**config.mk**
```make
export PLATFORM = sky130hd
export DESIGN_NAME = pm_dllp_tracker
export DESIGN_NICKNAME = d
export VERILOG_FILES = /design/src/rtl/pcie_pm_pkg.sv /design/src/rtl/pm_dllp_slot_decode.sv /design/src/rtl/pm_dllp_tracker.sv
export SDC_FILE = /design/constraint.sdc
export NUM_CORES = 1
export LEC_CHECK = 0
export BUFFER_PORTS_ARGS = -buffer_cell sky130_fd_sc_hd__buf_2
export CORE_MARGIN = 3
export CORE_UTILIZATION = 40
export DETAILED_ROUTE_END_ITERATION = 8
export PLACE_DENSITY_LB_ADDON = 0.08
export RECOVER_POWER = 100
export SETUP_SLACK_MARGIN = 0.05
export SLEW_MARGIN = 40
export SYNTH_ARGS = -nofsm -noshare
export SYNTH_HDL_FRONTEND = slang
export SYNTH_SLANG_ARGS = --single-unit
```
**constraint.sdc**
```tcl
create_clock -name clk -period 2.68 [get_ports clk]
set_clock_uncertainty 0.15 [all_clocks]
set_input_delay 0 -clock clk [delete_from_list [all_inputs] [get_ports clk]]
set_output_delay 0 -clock clk [all_outputs]
set_load 0.1 [all_outputs]
```
**src/rtl/pcie_pm_pkg.sv**
```systemverilog
// Shared PCIe power-management DLLP definitions: byte-0 prefix, raw low-bit
// codes, the decoded PM type encoding and the PM_Enter handshake FSM states.
package pcie_pm_pkg;

   // Byte0[7:3] of every PM DLLP
   localparam logic [4:0] PM_PREFIX = 5'b00100;

   // Raw byte0[2:0] codes within the PM prefix
   localparam logic [2:0] RAW_ENTER_L1  = 3'b000;
   localparam logic [2:0] RAW_ENTER_L23 = 3'b001;
   localparam logic [2:0] RAW_ASPM_L1   = 3'b010;
   localparam logic [2:0] RAW_REQ_ACK   = 3'b100;

   // Decoded PM type presented to the link power controller
   typedef enum logic [2:0] {
      ENTER_L1  = 3'b000,
      ENTER_L23 = 3'b001,
      ASPM_L1   = 3'b010,
      REQ_ACK   = 3'b011,
      RSVD      = 3'b111
   } pm_type_t;

   // Local PM_Enter handshake states
   typedef enum logic [1:0] {
      IDLE     = 2'b00,
      WAIT_ACK = 2'b01,
      DONE     = 2'b10
   } pm_state_t;

endpackage

```
**src/rtl/pm_dllp_slot_decode.sv**
```systemverilog
// Combinational decode of one DLLP slot: accepted PM DLLP type, or flag a
// PM-prefixed DLLP whose low bits are a reserved encoding.
module pm_dllp_slot_decode
   import pcie_pm_pkg::*;
(
   input  logic [7:0] byte0,
   input  logic       valid,
   input  logic       crc_ok,
   output logic       is_pm,
   output pm_type_t   pm_type,
   output logic       is_rsvd
);

   logic     accepted;
   logic     prefix_hit;
   pm_type_t raw_type;

   // Map the low bits to a PM type and qualify with acceptance and prefix
   always_comb begin
      accepted   = valid & crc_ok;
      prefix_hit = (byte0[7:3] == PM_PREFIX);
      case (byte0[2:0])
         RAW_ENTER_L1:  raw_type = ENTER_L1;
         RAW_ENTER_L23: raw_type = ENTER_L23;
         RAW_ASPM_L1:   raw_type = ASPM_L1;
         RAW_REQ_ACK:   raw_type = REQ_ACK;
         default:       raw_type = RSVD;
      endcase
      is_pm   = accepted & prefix_hit & (raw_type != RSVD);
      is_rsvd = accepted & prefix_hit & (raw_type == RSVD);
      pm_type = is_pm ? raw_type : RSVD;
   end

endmodule

```
**src/rtl/pm_dllp_tracker.sv**
```systemverilog
// Multi-slot PM DLLP receiver: registered per-slot decode, saturating count of
// reserved PM encodings, and the local PM_Enter -> PM_Request_Ack handshake
// tracker with timeout.
module pm_dllp_tracker
   import pcie_pm_pkg::*;
#(
   parameter int NUM_SLOTS   = 2,
   parameter int ACK_TIMEOUT = 1024,
   parameter int CNT_W       = 16
) (
   input  logic                   clk,
   input  logic                   rst_n,
   input  logic [NUM_SLOTS-1:0]   dllp_valid,
   input  logic [NUM_SLOTS*8-1:0] dllp_byte0,
   input  logic [NUM_SLOTS-1:0]   dllp_crc_ok,
   output logic [NUM_SLOTS-1:0]   pm_valid,
   output logic [NUM_SLOTS*3-1:0] pm_type,
   output logic                   rx_enter_req,
   input  logic                   tx_req,
   output logic                   tx_busy,
   output logic                   tx_ack_done,
   output logic                   tx_timeout,
   input  logic                   cnt_clr,
   output logic [CNT_W-1:0]       rsv_cnt
);

   localparam int TMR_W = $clog2(ACK_TIMEOUT);
   localparam logic [TMR_W-1:0] TMR_LAST = TMR_W'(ACK_TIMEOUT - 1);
   localparam int SUM_W = $clog2(NUM_SLOTS + 1);
   localparam int ACC_W = CNT_W + SUM_W;
   localparam logic [ACC_W-1:0] CNT_MAX = ACC_W'({CNT_W{1'b1}});

   logic [NUM_SLOTS-1:0]   slot_pm;
   logic [NUM_SLOTS-1:0]   slot_rsvd;
   logic [NUM_SLOTS-1:0]   slot_enter;
   logic [NUM_SLOTS-1:0]   slot_ack;
   pm_type_t               slot_type [NUM_SLOTS];

   logic [NUM_SLOTS*3-1:0] pm_type_next;
   logic [SUM_W-1:0]       rsvd_inc;
   logic [ACC_W-1:0]       rsv_sum;

   logic [NUM_SLOTS-1:0]   pm_valid_reg;
   logic [NUM_SLOTS*3-1:0] pm_type_reg;
   logic                   rx_enter_req_reg;
   logic [CNT_W-1:0]       rsv_cnt_reg;

   pm_state_t              state_reg, state_next;
   logic [TMR_W-1:0]       timer_reg, timer_next;
   logic                   ack_done_next, timeout_next;
   logic                   tx_busy_reg, tx_ack_done_reg, tx_timeout_reg;

   genvar gi;
   generate
      for (gi = 0; gi < NUM_SLOTS; gi++) begin : g_slot
         pm_dllp_slot_decode u_dec (
            .byte0   (dllp_byte0[8*gi +: 8]),
            .valid   (dllp_valid[gi]),
            .crc_ok  (dllp_crc_ok[gi]),
            .is_pm   (slot_pm[gi]),
            .pm_type (slot_type[gi]),
            .is_rsvd (slot_rsvd[gi])
         );
         assign slot_ack[gi]   = slot_pm[gi] & (slot_type[gi] == REQ_ACK);
         assign slot_enter[gi] = slot_pm[gi] & ((slot_type[gi] == ENTER_L1) |
                                                (slot_type[gi] == ENTER_L23) |
                                                (slot_type[gi] == ASPM_L1));
      end
   endgenerate

   // Pack per-slot types and count reserved PM encodings seen this cycle
   always_comb begin
      pm_type_next = '0;
      rsvd_inc     = '0;
      for (int i = 0; i < NUM_SLOTS; i++) begin
         pm_type_next[3*i +: 3] = slot_type[i];
         rsvd_inc               = rsvd_inc + SUM_W'(slot_rsvd[i]);
      end
   end

   assign rsv_sum = ACC_W'(rsv_cnt_reg) + ACC_W'(rsvd_inc);

   // Register the decode results (one cycle latency)
   always_ff @(posedge clk or negedge rst_n) begin
      if (!rst_n) begin
         pm_valid_reg     <= '0;
         pm_type_reg      <= {NUM_SLOTS{3'b111}};
         rx_enter_req_reg <= 1'b0;
      end else begin
         pm_valid_reg     <= slot_pm;
         pm_type_reg      <= pm_type_next;
         rx_enter_req_reg <= |slot_enter;
      end
   end

   // Saturating reserved-encoding counter; clear wins over increment
   always_ff @(posedge clk or negedge rst_n) begin
      if (!rst_n) begin
         rsv_cnt_reg <= '0;
      end else if (cnt_clr) begin
         rsv_cnt_reg <= '0;
      end else if (rsv_sum > CNT_MAX) begin
         rsv_cnt_reg <= {CNT_W{1'b1}};
      end else begin
         rsv_cnt_reg <= rsv_sum[CNT_W-1:0];
      end
   end

   // Handshake next state: ack beats timeout beats abort
   always_comb begin
      state_next    = state_reg;
      timer_next    = timer_reg;
      ack_done_next = 1'b0;
      timeout_next  = 1'b0;
      case (state_reg)
         IDLE: begin
            if (tx_req) begin
               state_next = WAIT_ACK;
               timer_next = '0;
            end
         end
         WAIT_ACK: begin
            if (|slot_ack) begin
               state_next    = DONE;
               ack_done_next = 1'b1;
            end else if (timer_reg == TMR_LAST) begin
               state_next   = DONE;
               timeout_next = 1'b1;
            end else if (!tx_req) begin
               state_next = IDLE;
            end else begin
               timer_next = timer_reg + 1'b1;
            end
         end
         DONE: begin
            if (!tx_req) begin
               state_next = IDLE;
            end
         end
         default: state_next = IDLE;
      endcase
   end

   // Handshake state, timer and registered status/pulse outputs
   always_ff @(posedge clk or negedge rst_n) begin
      if (!rst_n) begin
         state_reg       <= IDLE;
         timer_reg       <= '0;
         tx_busy_reg     <= 1'b0;
         tx_ack_done_reg <= 1'b0;
         tx_timeout_reg  <= 1'b0;
      end else begin
         state_reg       <= state_next;
         timer_reg       <= timer_next;
         tx_busy_reg     <= (state_next == WAIT_ACK);
         tx_ack_done_reg <= ack_done_next;
         tx_timeout_reg  <= timeout_next;
      end
   end

   assign pm_valid     = pm_valid_reg;
   assign pm_type      = pm_type_reg;
   assign rx_enter_req = rx_enter_req_reg;
   assign rsv_cnt      = rsv_cnt_reg;
   assign tx_busy      = tx_busy_reg;
   assign tx_ack_done  = tx_ack_done_reg;
   assign tx_timeout   = tx_timeout_reg;

endmodule

```
Word-level counts from Yosys, hierarchy flattened
Cells that the tools add are included.
Cells by class
  bitwise operators: 16
  add/subtract/negate cells: 3
  order comparisons: 1
  multiplexer cells: 21
  reductions and logical operators: 9
  equality and inequality tests: 26
Operators with widths (number)
  10-bit 2-to-1 mux: 4
  16-bit 2-to-1 mux: 2
  3-bit case mux with 4 select lines: 2
  10-bit case mux with 2 select lines: 1
  3-bit by 2-bit == test with 1-bit output (second input constant): 6
  16-bit by 2-bit adder with 17-bit output: 1
  17-bit by 16-bit greater-than comparator with 1-bit output (second input constant): 1
  1-bit AND: 12
  3-bit by 1-bit == test with 1-bit output (second input constant): 4
  3-bit == test (second input constant): 4
  3-bit zero test: 4
  10-bit by 1-bit adder with 10-bit output (second input constant): 1
  10-bit == test (second input constant): 1
  5-bit by 3-bit == test with 1-bit output (second input constant): 2
  2-bit 2-to-1 mux: 4
  2-bit != test (second input constant): 4
  3-bit 2-to-1 mux: 2
  3-bit != test (second input constant): 2
  2-bit case mux with 3 select lines: 1
  1-bit 2-to-1 mux: 5
  5-bit AND reduction: 1
  2-bit by 1-bit == test with 1-bit output (second input constant): 2
  1-bit OR: 4
  2-bit OR reduction: 2
  4 further kinds: 4
Storage, ports and cells
  output and inout bits: 28
  word-level logic and storage cells: 85
  input bits: 24
  bits in registers: 40

Logic depth before layout (Yosys ltp)
  depth after elaboration: 11
  mapped depth: 11
  depth with buffers taken out: 11

Cells and area by module
From an unflattened synthesis, not the netlist that was laid out.
Second synthesis, totals
  cells, all modules: 202
  area, all modules: 2050.7 sq um
By module, submodules not included
  pm_dllp_tracker: area an instance 1923.1 sq um, sequential area each 1008.5 sq um, cells each 186, instances 1
  pm_dllp_slot_decode: area an instance 63.8 sq um, sequential area each 0.0 sq um, cells each 8, instances 2

Worst setup path after synthesis
OpenSTA, ideal clock, no wires.
  path kind: register -> register
  start: register rsv_cnt_reg[0], in the netlist rsv_cnt[0]
  end: register rsv_cnt_reg[10], in the netlist rsv_cnt[10]
  required time: 2452 ps
  path buffers: 1
  slack: -334 ps
  cell stages (with the launch flop): 10
  library setup time: 78 ps
  data arrival time: 2786 ps
  period minus slack after synthesis: 3014 ps
  cells stage by stage: dfrtp_1 inv_1 fa_1 inv_1 ha_1 nand4_1 nor2_1 nand4_1 clkbuf_1 a21oi_1
On the way
  longest elaborated chain between the ends: 4
Ends and longest elaborated chain
  start, declared: line pm_dllp_tracker.sv:46  | logic [CNT_W-1:0] rsv_cnt_reg;
  start signal, assigned: line pm_dllp_tracker.sv:103  | rsv_cnt_reg <= {CNT_W{1'b1}};
  start signal, assigned: line pm_dllp_tracker.sv:105  | rsv_cnt_reg <= rsv_sum[CNT_W-1:0];
  16-bit by 2-bit adder with 17-bit output *: line pm_dllp_tracker.sv:81  | assign rsv_sum = ACC_W'(rsv_cnt_reg) + ACC_W'(rsvd_inc);
  17-bit by 16-bit greater-than comparator with 1-bit output: line pm_dllp_tracker.sv:102  | end else if (rsv_sum > CNT_MAX) begin
  16-bit 2-to-1 mux *: line pm_dllp_tracker.sv:102
  16-bit 2-to-1 mux *: line pm_dllp_tracker.sv:100  | end else if (cnt_clr) begin
Mark *: on every way between the ends. The rest lies on a longest branch, timed or not.
A chain may end at the register's enable or synchronous reset.

Final worst setup path
  start: input port dllp_byte0[11]
  end: register timer_reg[2]
On the way
  longest elaborated chain between the ends: 9
Ends and longest elaborated chain
  start, declared: line pm_dllp_tracker.sv:14  | input logic [NUM_SLOTS*8-1:0] dllp_byte0,
  5-bit by 3-bit == test with 1-bit output *: line pm_dllp_slot_decode.sv:21  | prefix_hit = (byte0[7:3] == PM_PREFIX);
  1-bit AND * (2 in a row): line pm_dllp_slot_decode.sv:29  | is_pm = accepted & prefix_hit & (raw_type != RSVD);
  3-bit 2-to-1 mux: line pm_dllp_slot_decode.sv:31  | pm_type = is_pm ? raw_type : RSVD;
  3-bit by 2-bit == test with 1-bit output: line pm_dllp_tracker.sv:64  | assign slot_ack[gi] = slot_pm[gi] & (slot_type[gi] == REQ_ACK);
  1-bit AND *: line pm_dllp_tracker.sv:64
  2-bit OR reduction *: line pm_dllp_tracker.sv:123  | if (|slot_ack) begin
  2-bit != test (no line) *
  5-bit AND reduction (no line) *
  end signal, assigned: line pm_dllp_tracker.sv:154  | timer_reg <= timer_next;
  end, declared: line pm_dllp_tracker.sv:49  | logic [TMR_W-1:0] timer_reg, timer_next;
Marked as above.

==> metrics.csv <==
metric,value,unit
"CP delay by family, top",simple AND/OR/NAND/NOR gates,
Antenna Cells,0,
post-route insts no fill,352,
worst-path maximum fanout,7,
Ys Warns,0,
Starting DRT DRC Count,57,
Final nets,312,
largest net degree at the start of global routing,41,
Syn Inst Count,207,
CTS tree,yes,
routability cong.,0.7390,
Final Max Slew Viols,0,
insertion delay of the later-clocked pin in the worst-skew pair,0.29,ns
fmax,0.4040,GHz
Clock Tree Buf Depth,2,
mux contribution to synthesized area,0.4969,%
synth top area cells,"dfrtp_1, dfstp_2, a21oi_1",
Die ar.,0.005924,mm²
Synth top area share,42.24,%
Cells after DPL,324,
Final ANT Viol Nets,0,
Synth top cells by count,"dfrtp_1, nand2_1, a21oi_1, nand3_1, nor2_1",
# setup viols final,0,
"Avg Cell Area, Syn",9.732,µm²
GR Overflow Total,0,
Startpoint Class,primary input,
die height,76.97,µm
drt drc,0,
Synth area leader,dfrtp_1,
Compound-Gate Fraction of Synth Area,12.42,%
pwr/cell area,426.9,mW/mm²
CP Cell Sequence,buf_2 -> or4b_4 -> dlygate4sd3_1 -> or4_1 -> and3_1 -> a32o_1 -> a31o_1,
clock-pin slew on the worst setup and hold paths,0.07,ns
Rel. slew slack,20.95,%
first-pass GRT wire length,7.762,mm
Fin Setup TNS,0,ns
CP required,2.71,ns
share of layout cells above drive strength 1,18.60,%
Tightest Pin Transition,1.191,ns
PortBufs,51,
R2R setup slack,0.45,ns
ys flop type,dfrtp_1,
XOR/XNOR share of the synthesized area,4.783,%
DR pass1 iterations,5,
number of synthesized flops with an enable pin,0,
max FFs per register,16,
Post-CTS Resized,0,
status,"complete, no violations",
WL per Instance,12.68,µm
Worst path max stage delay,0.59,ns
top-count cell post-synth,dfrtp_1,
Max Cap Viol,0,
Final Cycle Share,92.36,%
Worst R2R Path Depth,6,
die width,76.97,µm
Via density,5.085,
vias in the first global route,1707,
final hold vios,0,
hold path depth,4,
core area,0.004786,mm²
synthesized cell area,0.002014,mm²
initial antenna violation count,0,
FP Rows,25,
register area share after synthesis,50.06,%
Vias,1790,
Post-DP HPWL,3.171,mm
final period demand of the worst path,2.475,ns
syn nets,235,
area grow syn2layout,29.94,%
main combinational cell family by area after synthesis,simple AND/OR/NAND/NOR gates,
starting density of the core,42.09,%
Worst VDD drop,0.2241,mV
Post-synth ARST share,100.0,%
critical path type,primary input to flip-flop,
hold path start,dllp_crc_ok[0],
RSZ-0062 raised after global routing,false,
Synth cell types,48,
clock root cell,clkbuf_8,
CTS Buf Count,5,
adder-cell share of the synthesized area,2.857,%
Seq cells post-synth,40,
# IOs,52,
Lkg Pwr,1.110,nW
type of the worst min-delay path,primary input to flip-flop,
slowest CP cell,or4_1,
GR Util All Layers,16.30,%
worst path bufs/invs,2,
FF-to-FF Start,timer_reg[0],
clock sink count,40,
critical path depth,7,
Final Core Density,54.69,%
Post-Route WL,4.464,mm
Simple-Gate Fraction of Synth Area,25.78,%
Crit path arrival time,2.51,ns
H-Tree Depth,2,
Worst setup EP type,flip-flop,
worst setup path start,dllp_byte0[11],
## metal layers
layer	wire length, µm	track usage (%)	share of wire, %	up-vias
li1	-	-	-	903
met4	24	4.891	0.54	0
met1	2148	21.34	48	845
met3	248	5.282	5.6	2
met5	0	0	0	-
met2	2042	25.70	46	40
## tightest hold or removal path, delay by kind of cell
| kind | cells | cell delay (ns) |
|---|---|---|
| buf+inv | 1 | 0.09 |
| compound gates | 1 | 0.06 |
| simple gates | 2 | 0.24 |
## final cells by class
type / count / area (µm²)
clock buffers: 5 / 68.82
repair buffers: 78 / 470.5
fillers: 468 / 2168
clock inverters: 3 / 18.77
well taps: 67 / 83.83
flip-flops and latches: 40 / 1012
inverters: 9 / 33.78
multi-input cells: 150 / 929.6
## metrics by stage
step           power [mW]  setup slack [ns]  hold slack [ns]  area, µm²
4_1_cts             1.139            0.2685         0.002683       2686
3_3_place_gp       0.7301            0.1176          0.03103       2396
2_1_floorplan      0.6855           0.05129          -0.4456       2053
6_report            1.117            0.2047         0.002728       2618
3_5_place_dp       0.7312           0.05685          -0.1407       2399
5_1_grt             1.183           0.08865          0.03266       2618
## cells by family (layout without fill, tap and decap cells)
kind of cell | Yosys count | in the layout
adder cells (fa/ha/maj) | 4 | 4
AND/OR/NAND/NOR | 94 | 94
buffers and inverters | 17 | 95
multiplexers | 1 | 1
flip-flops | 40 | 40
XOR/XNOR | 11 | 11
AO/OA/AOI/OAI | 40 | 40
## cells in the final DEF (no fill, tap or decap), types with 3 or more instances in the layout
| master | netlist | layout |
|---|---|---|
| xnor2_1 | 8 | 8 |
| dfrtp_1 | 34 | 33 |
| nor3_1 | 9 | 9 |
| buf_4 | 0 | 7 |
| dfstp_2 | 6 | 6 |
| xor2_1 | 3 | 3 |
| ha_1 | 3 | 3 |
| inv_1 | 9 | 8 |
| dlygate4sd3_1 | 0 | 20 |
| nand2_1 | 22 | 22 |
| nor2_1 | 10 | 9 |
| nand3_1 | 18 | 18 |
| nand4_1 | 6 | 6 |
| buf_2 | 1 | 20 |
| clkbuf_1 | 5 | 30 |
| and3_1 | 4 | 5 |
| or4_1 | 3 | 4 |
| or3_1 | 5 | 5 |
| o21ai_0 | 5 | 5 |
| clkbuf_8 | 0 | 5 |
| a21oi_1 | 20 | 20 |
## power by group
part | switching [mW] | internal (mW) | leakage, nW
sequential | 0.0128 | 0.615 | 0.529
combinational | 0.0580 | 0.0415 | 0.533
clock | 0.209 | 0.181 | 0.0479
total | 0.279 | 0.838 | 1.11
## final timing paths
check,to
max,timer_reg[2]
max reg2reg,timer_reg[7]
max in group asynchronous,rsv_cnt[0]
min,tx_ack_done
min reg2reg,timer_reg[4]
min in group asynchronous,timer_reg[5]
## what timing repair did
| action | 4_1_cts | 5_1_grt |
|---|---|---|
| hold endpoints to repair | 67 | 0 |
| endpoints found under the setup margin | 0 | 0 |
| hold buffers | 20 | 0 |
| buffers inserted | 0 | 0 |
Power figures use the tool's default switching activity.
